`src/rtl/fifo_rr_drain_arbiter.sv`:
```
// fifo_rr_drain_arbiter: drains CH_AMOUNT show-ahead FIFOs round-robin, up to
// BURST_LEN words per grant, into a single registered output with back-pressure.
module fifo_rr_drain_arbiter #(
  parameter int CH_AMOUNT  = 4,
  parameter int DATA_WIDTH = 8,
  parameter int BURST_LEN  = 4,
  parameter int CH_WIDTH   = $clog2(CH_AMOUNT)
) (
  input  logic                            clk_i,
  input  logic                            rst_i,
  input  logic [CH_AMOUNT-1:0]            fifo_empty_i,
  input  logic [CH_AMOUNT*DATA_WIDTH-1:0] fifo_rd_data_i,
  output logic [CH_AMOUNT-1:0]            fifo_rd_o,
  output logic [DATA_WIDTH-1:0]           data_o,
  output logic [CH_WIDTH-1:0]             ch_o,
  output logic                            valid_o,
  input  logic                            ready_i,
  output logic                            busy_o
);

  typedef enum logic {IDLE, GRANT} state_t;

  state_t                state, state_next;
  logic [CH_WIDTH-1:0]   grant, last_grant, next_ch;
  logic [7:0]            burst_cnt;
  logic [DATA_WIDTH-1:0] head_word;
  logic                  any_req, grant_empty, pop, burst_done;
  int                    idx;

  // Walk offsets from farthest to nearest so the last hit is the first
  // non-empty channel after last_grant; one subtraction wraps at CH_AMOUNT.
  always_comb begin
    // NOTE: every combinational output gets a default first so no path can infer a latch.
    next_ch = last_grant;
    idx     = 0;
    for (int i = CH_AMOUNT; i >= 1; i--) begin
      idx = int'(last_grant) + i;
      if (idx >= CH_AMOUNT) idx = idx - CH_AMOUNT;
      if (!fifo_empty_i[idx]) next_ch = CH_WIDTH'(idx);
    end
  end

  assign any_req     = |(~fifo_empty_i);
  assign grant_empty = fifo_empty_i[grant];
  assign head_word   = fifo_rd_data_i[int'(grant)*DATA_WIDTH +: DATA_WIDTH];
  assign pop         = (state == GRANT) && !grant_empty && (!valid_o || ready_i)
                       && (burst_cnt < 8'(BURST_LEN));
  assign burst_done  = pop && (burst_cnt == 8'(BURST_LEN - 1));
  assign busy_o      = (state == GRANT);

  always_comb begin
    state_next = state;
    fifo_rd_o  = '0;
    case (state)
      IDLE: begin
        if (any_req) state_next = GRANT;
      end
      GRANT: begin
        if (pop) fifo_rd_o[grant] = 1'b1;
        if (burst_done || grant_empty) state_next = IDLE;
      end
      default: state_next = IDLE;
    endcase
  end

  // NOTE: sequential state uses non-blocking assignments so every register samples pre-edge values.
  always_ff @(posedge clk_i or posedge rst_i) begin
    if (rst_i) state <= IDLE;
    else       state <= state_next;
  end

  always_ff @(posedge clk_i or posedge rst_i) begin
    if (rst_i) begin
      grant      <= '0;
      last_grant <= CH_WIDTH'(CH_AMOUNT - 1);
      burst_cnt  <= '0;
    end else begin
      if (state == IDLE && any_req) begin
        grant     <= next_ch;
        burst_cnt <= '0;
      end
      if (pop) burst_cnt <= burst_cnt + 8'd1;
      if (state == GRANT && state_next == IDLE) last_grant <= grant;
    end
  end

  // Reset discards any word still waiting for the consumer.
  always_ff @(posedge clk_i or posedge rst_i) begin
    if (rst_i) begin
      data_o  <= '0;
      ch_o    <= '0;
      valid_o <= 1'b0;
    end else if (pop) begin
      data_o  <= head_word;
      ch_o    <= grant;
      valid_o <= 1'b1;
    end else if (valid_o && ready_i) begin
      valid_o <= 1'b0;
    end
  end

endmodule

```
`config.mk`:
```
export PLATFORM = sky130hd
export DESIGN_NAME = fifo_rr_drain_arbiter
export DESIGN_NICKNAME = d
export VERILOG_FILES = /design/src/rtl/fifo_rr_drain_arbiter.sv
export SDC_FILE = /design/constraint.sdc
export NUM_CORES = 1
export LEC_CHECK = 0
export CORE_MARGIN = 2
export CORE_UTILIZATION = 38
export DETAILED_ROUTE_END_ITERATION = 16
export PLACE_DENSITY_LB_ADDON = 0.05
export SKIP_CTS_REPAIR_TIMING = 1
export SLEW_MARGIN = 30
export SYNTH_ARGS = -nofsm -noshare
export SYNTH_HDL_FRONTEND = slang
export SYNTH_SLANG_ARGS = --single-unit
```
`constraint.sdc`:
```
create_clock -name clk_i -period 1.66 [get_ports clk_i]
set_input_delay 0.249 -clock clk_i [delete_from_list [all_inputs] [get_ports clk_i]]
set_output_delay 0.249 -clock clk_i [all_outputs]
set_load 0.02 [all_outputs]
```
==> results_dict.tcl, run 1 <==
set metrics [dict create \
    synth_nets 140 \
    place_ws_ns -0.854 \
    timing.rr.end "data_o[4]$_DFFE_PP0P_" \
    crit_arrival_ns 1.85 \
    clock_latency_ns 0.31 \
    cap_violations 0 \
    hold_path_class "in -> async" \
    yosys_warnings 0 \
    post-route-period-util_pct 126 \
    fin_worst_skew_ns 0.00488 \
    die_y_um 63.1 \
    maxSlewViolCount 0 \
    drc_errors 0 \
    synth_area_leaders "dfrtp_1 42%, mux4_1 9.9%, mux2_2 8.5%, mux4_2 5.1%, dfstp_2 4.0%" \
    setup_slack_ns -0.435 \
    vias 1041 \
    critical_path_required_ns 1.41 \
    cts.sinks 24 \
    areaGrowthSynthToFinish_pct 59.2 \
    synth.top_cell.area_share_pct 41.5 \
    place_congestion 0.771 \
    syn_area_um2 1330 \
    setup_viol 16 \
    violations "setup timing" \
    gr-total-overflow 0 \
    ant_nets 0 \
    powerDensity_nw_per_um2 1680 \
    antenna_found_initial 0 \
    synth_ff_type "dfrtp_1" \
    drtIter0Drc 20 \
    wl_um 2970 \
    initial_core_util_pct 39.7 \
    synth_edf_count 0 \
    seq_power_share_pct 27.8 \
    slew_headroom_pct 76.8 \
    power_frac_clock_pct 11.5 \
    place_hpwl_um 2220 \
    die_w_um 63.1 \
    tritoncts "done" \
    routed_via_density 4.89 \
    reg2reg_setup_slack_ns -0.26 \
    fmax_mhz 477 \
    core_area_um2 3340 \
    ios 55 \
    nets 208 \
    ir_drop_mv 0.948 \
    rsz0062_at_grt "yes" \
    critPathKind "reg -> out" \
    reg2reg_from "grant[0]$_DFFE_PP0P_" \
    clock_path_buffers 2 \
    num_rows 21 \
    cts_max_level 1 \
    min_period_ns 2.10 \
    cp_max_fo 6 \
    tns_ns -4.06 \
    drive_gt1_share_pct 31.1 \
    synth.top_cells.by_count "22 x dfrtp_1, 10 x mux2_2, 9 x nand2_1" \
    leakage_uw 0.000943 \
    hold_ws_ns 0.278 \
    final_hold_viol_count 0 \
    clockRootBuffer "clkbuf_4" \
    status "finished, violations left" \
    p_sw_uw 1220 \
    clk_pin_slew_ns 0.13 \
    avgSynthCellArea_um2 13.3 \
    ys_types 33 \
    synthArstFlopShare_pct 100 \
    internal_power_uw 2340 \
    startpoint_type "flip-flop" \
    grt_start_max_net_pins 25 \
    ff2ff_path_depth 6 \
    first_global_vias 1103 \
    antenna_cells 0 \
    yosysMostFrequentCell "dfrtp_1" \
    wire_per_inst_um 13.9 \
    cp-end-kind "output port" \
    worst_pin_slew_ns 0.345 \
    grt_pass1_wl_um 4990 \
    p_total_uw 3550 \
    ys_seq_area_share_pct 45.5 \
    swShare_pct 34.2 \
    synth_seq_cells 24 \
    syn_inst 100 \
    dr.pass1.iters 3 \
    gr-usage-all-layers_pct 15.6 \
    comb_power_share_pct 60.7 \
    numPortBuffers 54 \
    yosysTopAreaCell "dfrtp_1" \
    numCtsBuffers 3 \
    dieArea_um2 3980 \
]
## worst max-delay path: stages (launching register included)
cell and delay (ns):
dfrtp_1 0.44, mux2_4 0.32, o22ai_4 0.17, and4_4 0.28
nor3b_4 0.19, buf_6 0.14
## area by class of cell
class                           count  area (µm²)
Fill cell                         287        1220
Timing Repair Buffer               70         699
Multi-Input combinational cell     65         684
Sequential cell                    24         603
Tap cell                           46        57.6
Clock inverter                      1        30.0
Clock buffer                        3        22.5
Inverter                            4        15.0
## cells in the final DEF, fill, tap and decap left out
| master | count |
|---|---|
| o22ai_4 | 1 |
| ha_1 | 1 |
| a21boi_2 | 1 |
| nand2b_1 | 2 |
| clkbuf_16 | 1 |
| nor4_2 | 1 |
| and4_4 | 1 |
| and3b_2 | 2 |
| bufinv_16 | 1 |
| dfstp_2 | 2 |
| and3_1 | 1 |
| and2_1 | 5 |
| a31o_2 | 1 |
| o21ai_0 | 4 |
| clkbuf_4 | 3 |
| nor3b_4 | 1 |
| mux2i_1 | 2 |
| buf_8 | 1 |
| inv_1 | 4 |
| a21o_1 | 1 |
| a41o_1 | 1 |
| clkdlybuf4s50_1 | 48 |
| mux2_2 | 10 |
| dfrtp_1 | 22 |
| a211oi_1 | 2 |
| mux2_4 | 4 |
| nand4_1 | 1 |
| mux4_2 | 3 |
| nor2_1 | 2 |
| nand2_1 | 9 |
| mux4_1 | 5 |
| dlymetal6s2s_1 | 2 |
| nor3_1 | 1 |
| or3_1 | 1 |
| a22o_1 | 1 |
| buf_4 | 13 |
| and3_2 | 1 |
| buf_6 | 5 |
## through the flow
stage | util, % | instances | area, µm²
final | 63.3 | 213 | 2110
after global routing | 63.3 | 213 | 2110
after CTS | 60.5 | 209 | 2020
after detailed placement | 58.9 | 205 | 1970
after global placement | 58.9 | 205 | 1970
after floorplan | - | 100 | 1340
## power groups by stage
stage,registers [µW],clock network [µW],logic [µW]
detailed placement,1000,0,1940
global route,1030,450,2320
global placement,989,0,1900
CTS,989,421,1940
floorplan,1160,0,1130
finish,988,409,2150
## routing by layer
metal	vias up	GRT usage (%)	part of all wire [%]	wire, µm
li1	509	-	-	-
met3	2	5.54	6.8	203
met4	0	3.33	0.51	15
met2	27	27.7	52	1540
met1	503	18.1	40	1200
met5	-	0	0	0
## state kept, by name (all words and copies together), names as in the netlist
name        count
valid_o         1
burst_cnt       8
data_o          8
last_grant      2
ch_o            2
busy_o          1
grant           2
## cells by family after synthesis
logic type	share of synthesized area [%]
compound gates	6.79
fa+ha+maj	0.943
buf+inv	5.47
flops	45.5
mux	29.2
simple gates	12.1
## worst max path at each step
stage,depth (start not counted),slack [ns],endpoint,start
after floorplan,7,-0.26,fifo_rd_o[0],grant[0]$_DFFE_PP0P_
after global placement,6,-0.84,fifo_rd_o[0],fifo_empty_i[2]
after detailed placement,6,-0.85,fifo_rd_o[0],fifo_empty_i[2]
after CTS,5,-0.96,fifo_rd_o[0],grant[0]$_DFFE_PP0P_
after global routing,5,-0.55,fifo_rd_o[0],grant[0]$_DFFE_PP0P_
final,5,-0.44,fifo_rd_o[0],grant[0]$_DFFE_PP0P_
(Power assumes the default switching activity.)
==> inputs of run 2 (changes only) <==
--- a/config.mk
+++ b/config.mk
@@ -10,7 +10,7 @@
 export DETAILED_ROUTE_END_ITERATION = 16
 export PLACE_DENSITY_LB_ADDON = 0.05
 export SKIP_CTS_REPAIR_TIMING = 1
-export SLEW_MARGIN = 30
+export SLEW_MARGIN = 5
 export SYNTH_ARGS = -nofsm -noshare
 export SYNTH_HDL_FRONTEND = slang
 export SYNTH_SLANG_ARGS = --single-unit
==> results of run 2 <==
No change in the layout: final DEF, timing and power equal those of run 1.
==> inputs of run 3 (changes only) <==
--- a/config.mk
+++ b/config.mk
@@ -8,6 +8,7 @@
 export CORE_MARGIN = 2
 export CORE_UTILIZATION = 38
 export DETAILED_ROUTE_END_ITERATION = 16
+export GPL_TIMING_DRIVEN = 0
 export PLACE_DENSITY_LB_ADDON = 0.05
 export SKIP_CTS_REPAIR_TIMING = 1
 export SLEW_MARGIN = 5
==> constraint.sdc (replaced) <==
create_clock -name clk_i -period 1.9 [get_ports clk_i]
set_input_delay 0.285 -clock clk_i [delete_from_list [all_inputs] [get_ports clk_i]]
set_output_delay 0.285 -clock clk_i [all_outputs]
set_load 0.02 [all_outputs]
==> results_dict.tcl, run 3 (synthesis gave the netlist of run 1 again) <==
set metrics [dict create \
    final_hold_viol_count 0 \
    numCtsBuffers 3 \
    grt.met3_usage_pct 4.82 \
    min_period_ns 2.33 \
    gr-total-overflow 0 \
    cp-end-kind "output port" \
    die_w_um 63.1 \
    status "finished, violations left" \
    tns_ns -1.93 \
    nets 204 \
    gr-usage-all-layers_pct 16.1 \
    mostFrequentLayoutCells "50 x clkdlybuf4s50_1, 22 x dfrtp_1, 11 x mux2_2" \
    place_congestion 0.726 \
    top_regs "burst_cnt (8), data_o (8)" \
    num_rows 21 \
    design_area_um2 2040 \
    hold_ws_ns 0.454 \
    ios 55 \
    first_global_vias 1098 \
    leakage_uw 0.000885 \
    vias 1037 \
    setup_slack_ns -0.429 \
    violations "setup timing" \
    wl_um 2940 \
    grtUsageMet1_pct 18.7 \
    wire_per_inst_um 14.1 \
    grt_pass1_wl_um 5090 \
    hold_path_class "in -> async" \
    initial_core_util_pct 39.7 \
    tritoncts "done" \
    cts.sinks 24 \
    core_area_um2 3340 \
    antenna_cells 0 \
    rsz0062_at_grt "yes" \
    clockRootBuffer "clkbuf_4" \
    areaGrowthSynthToFinish_pct 54.0 \
    powerDensity_nw_per_um2 1490 \
    drtIter0Drc 9 \
    fin_worst_skew_ns 0.00246 \
    ant_nets 0 \
    fmax_mhz 429 \
    dieArea_um2 3980 \
    place_inst 200 \
    maxSlewViolCount 0 \
    worst_pin_slew_ns 0.880 \
    cp_max_fo 7 \
    clock_path_buffers 2 \
    clk_pin_slew_ns 0.12 \
    critPathKind "reg -> out" \
    fin_util_pct 61.2 \
    drive_gt1_share_pct 26.4 \
    startpoint_type "flip-flop" \
    postPlaceCellArea_um2 1930 \
    die_y_um 63.1 \
    grt-busiest-layer "met2" \
    ir_drop_mv 0.780 \
    post-route-period-util_pct 123 \
    numPortBuffers 54 \
    routed_via_density 4.96 \
    antenna_found_initial 0 \
    cap_violations 0 \
    cts_max_level 1 \
    layout_commonest_cell "clkdlybuf4s50_1" \
    place_hpwl_um 2280 \
    clock_latency_ns 0.31 \
    drc_errors 0 \
    final_cells 209 \
    critical_path_required_ns 1.62 \
    grtUsageMet2_pct 29.5 \
    crit_arrival_ns 2.04 \
    slew_headroom_pct 41.2 \
    setup_viol 14 \
    grt_start_max_net_pins 25 \
    dr.pass1.iters 3 \
]
run 3: changes by cell type in the layout (fill, tap and decap cells not counted), moves of 2 or more:
cell	previous run	this run
buf_4	13	6
dlymetal6s2s_1	2	0
clkbuf_1	0	2
clkdlybuf4s50_1	48	50
run 3: cell type report:
type	count	area, µm²
fillers	290	1290
well taps	46	57.6
clock buffers	3	22.5
multi-input cells	65	668
plain buffers	6	55.1
flip-flops and latches	24	603
repair buffers	60	591
clock inverters	1	30.0
inverters	4	15.0
run 3: worst max-delay path: stages, from the launching register on:
cell and delay (ns):
dfrtp_1 0.39, buf_6 0.13, mux2_4 0.30, o22ai_4 0.18, and4_1 0.22, buf_6 0.11, buf_12 0.10, nor3b_4 0.17
buf_6 0.14
run 3: routing by layer:
metal  up-vias  wire, µm
met3         2       172
met1       514      1220
met2        25      1530
met5         -         0
li1        496         -
met4         0        13
run 3: where the power goes:
part           switching (µW)  internal (µW)  total, µW
Sequential                151            731        882
Clock                     145            213        358
Combinational             754           1050       1800
run 3: stage by stage:
step / power, µW / setup slack (ns)
2_1_floorplan: 2000 / -0.0541
3_3_place_gp: 2540 / -0.924
3_5_place_dp: 2590 / -0.954
4_1_cts: 2960 / -1.07
5_1_grt: 3250 / -0.533
6_report: 3040 / -0.429
run 3: final timing paths:
path / start / endpoint / slack, ns / depth (start not counted)
max in group asynchronous: rst_i / ch_o[0]$_DFFE_PP0P_ / 0.91 / 2
worst min register to register: burst_cnt[3]$_DFFE_PP0P_ / burst_cnt[3]$_DFFE_PP0P_ / 0.50 / 1
min in group clk_i: burst_cnt[3]$_DFFE_PP0P_ / burst_cnt[3]$_DFFE_PP0P_ / 0.50 / 1
worst max register to register: grant[0]$_DFFE_PP0P_ / data_o[0]$_DFFE_PP0P_ / -0.03 / 7
worst min-delay path: rst_i / burst_cnt[3]$_DFFE_PP0P_ / 0.45 / 2
worst max-delay path: grant[0]$_DFFE_PP0P_ / fifo_rd_o[0] / -0.43 / 8
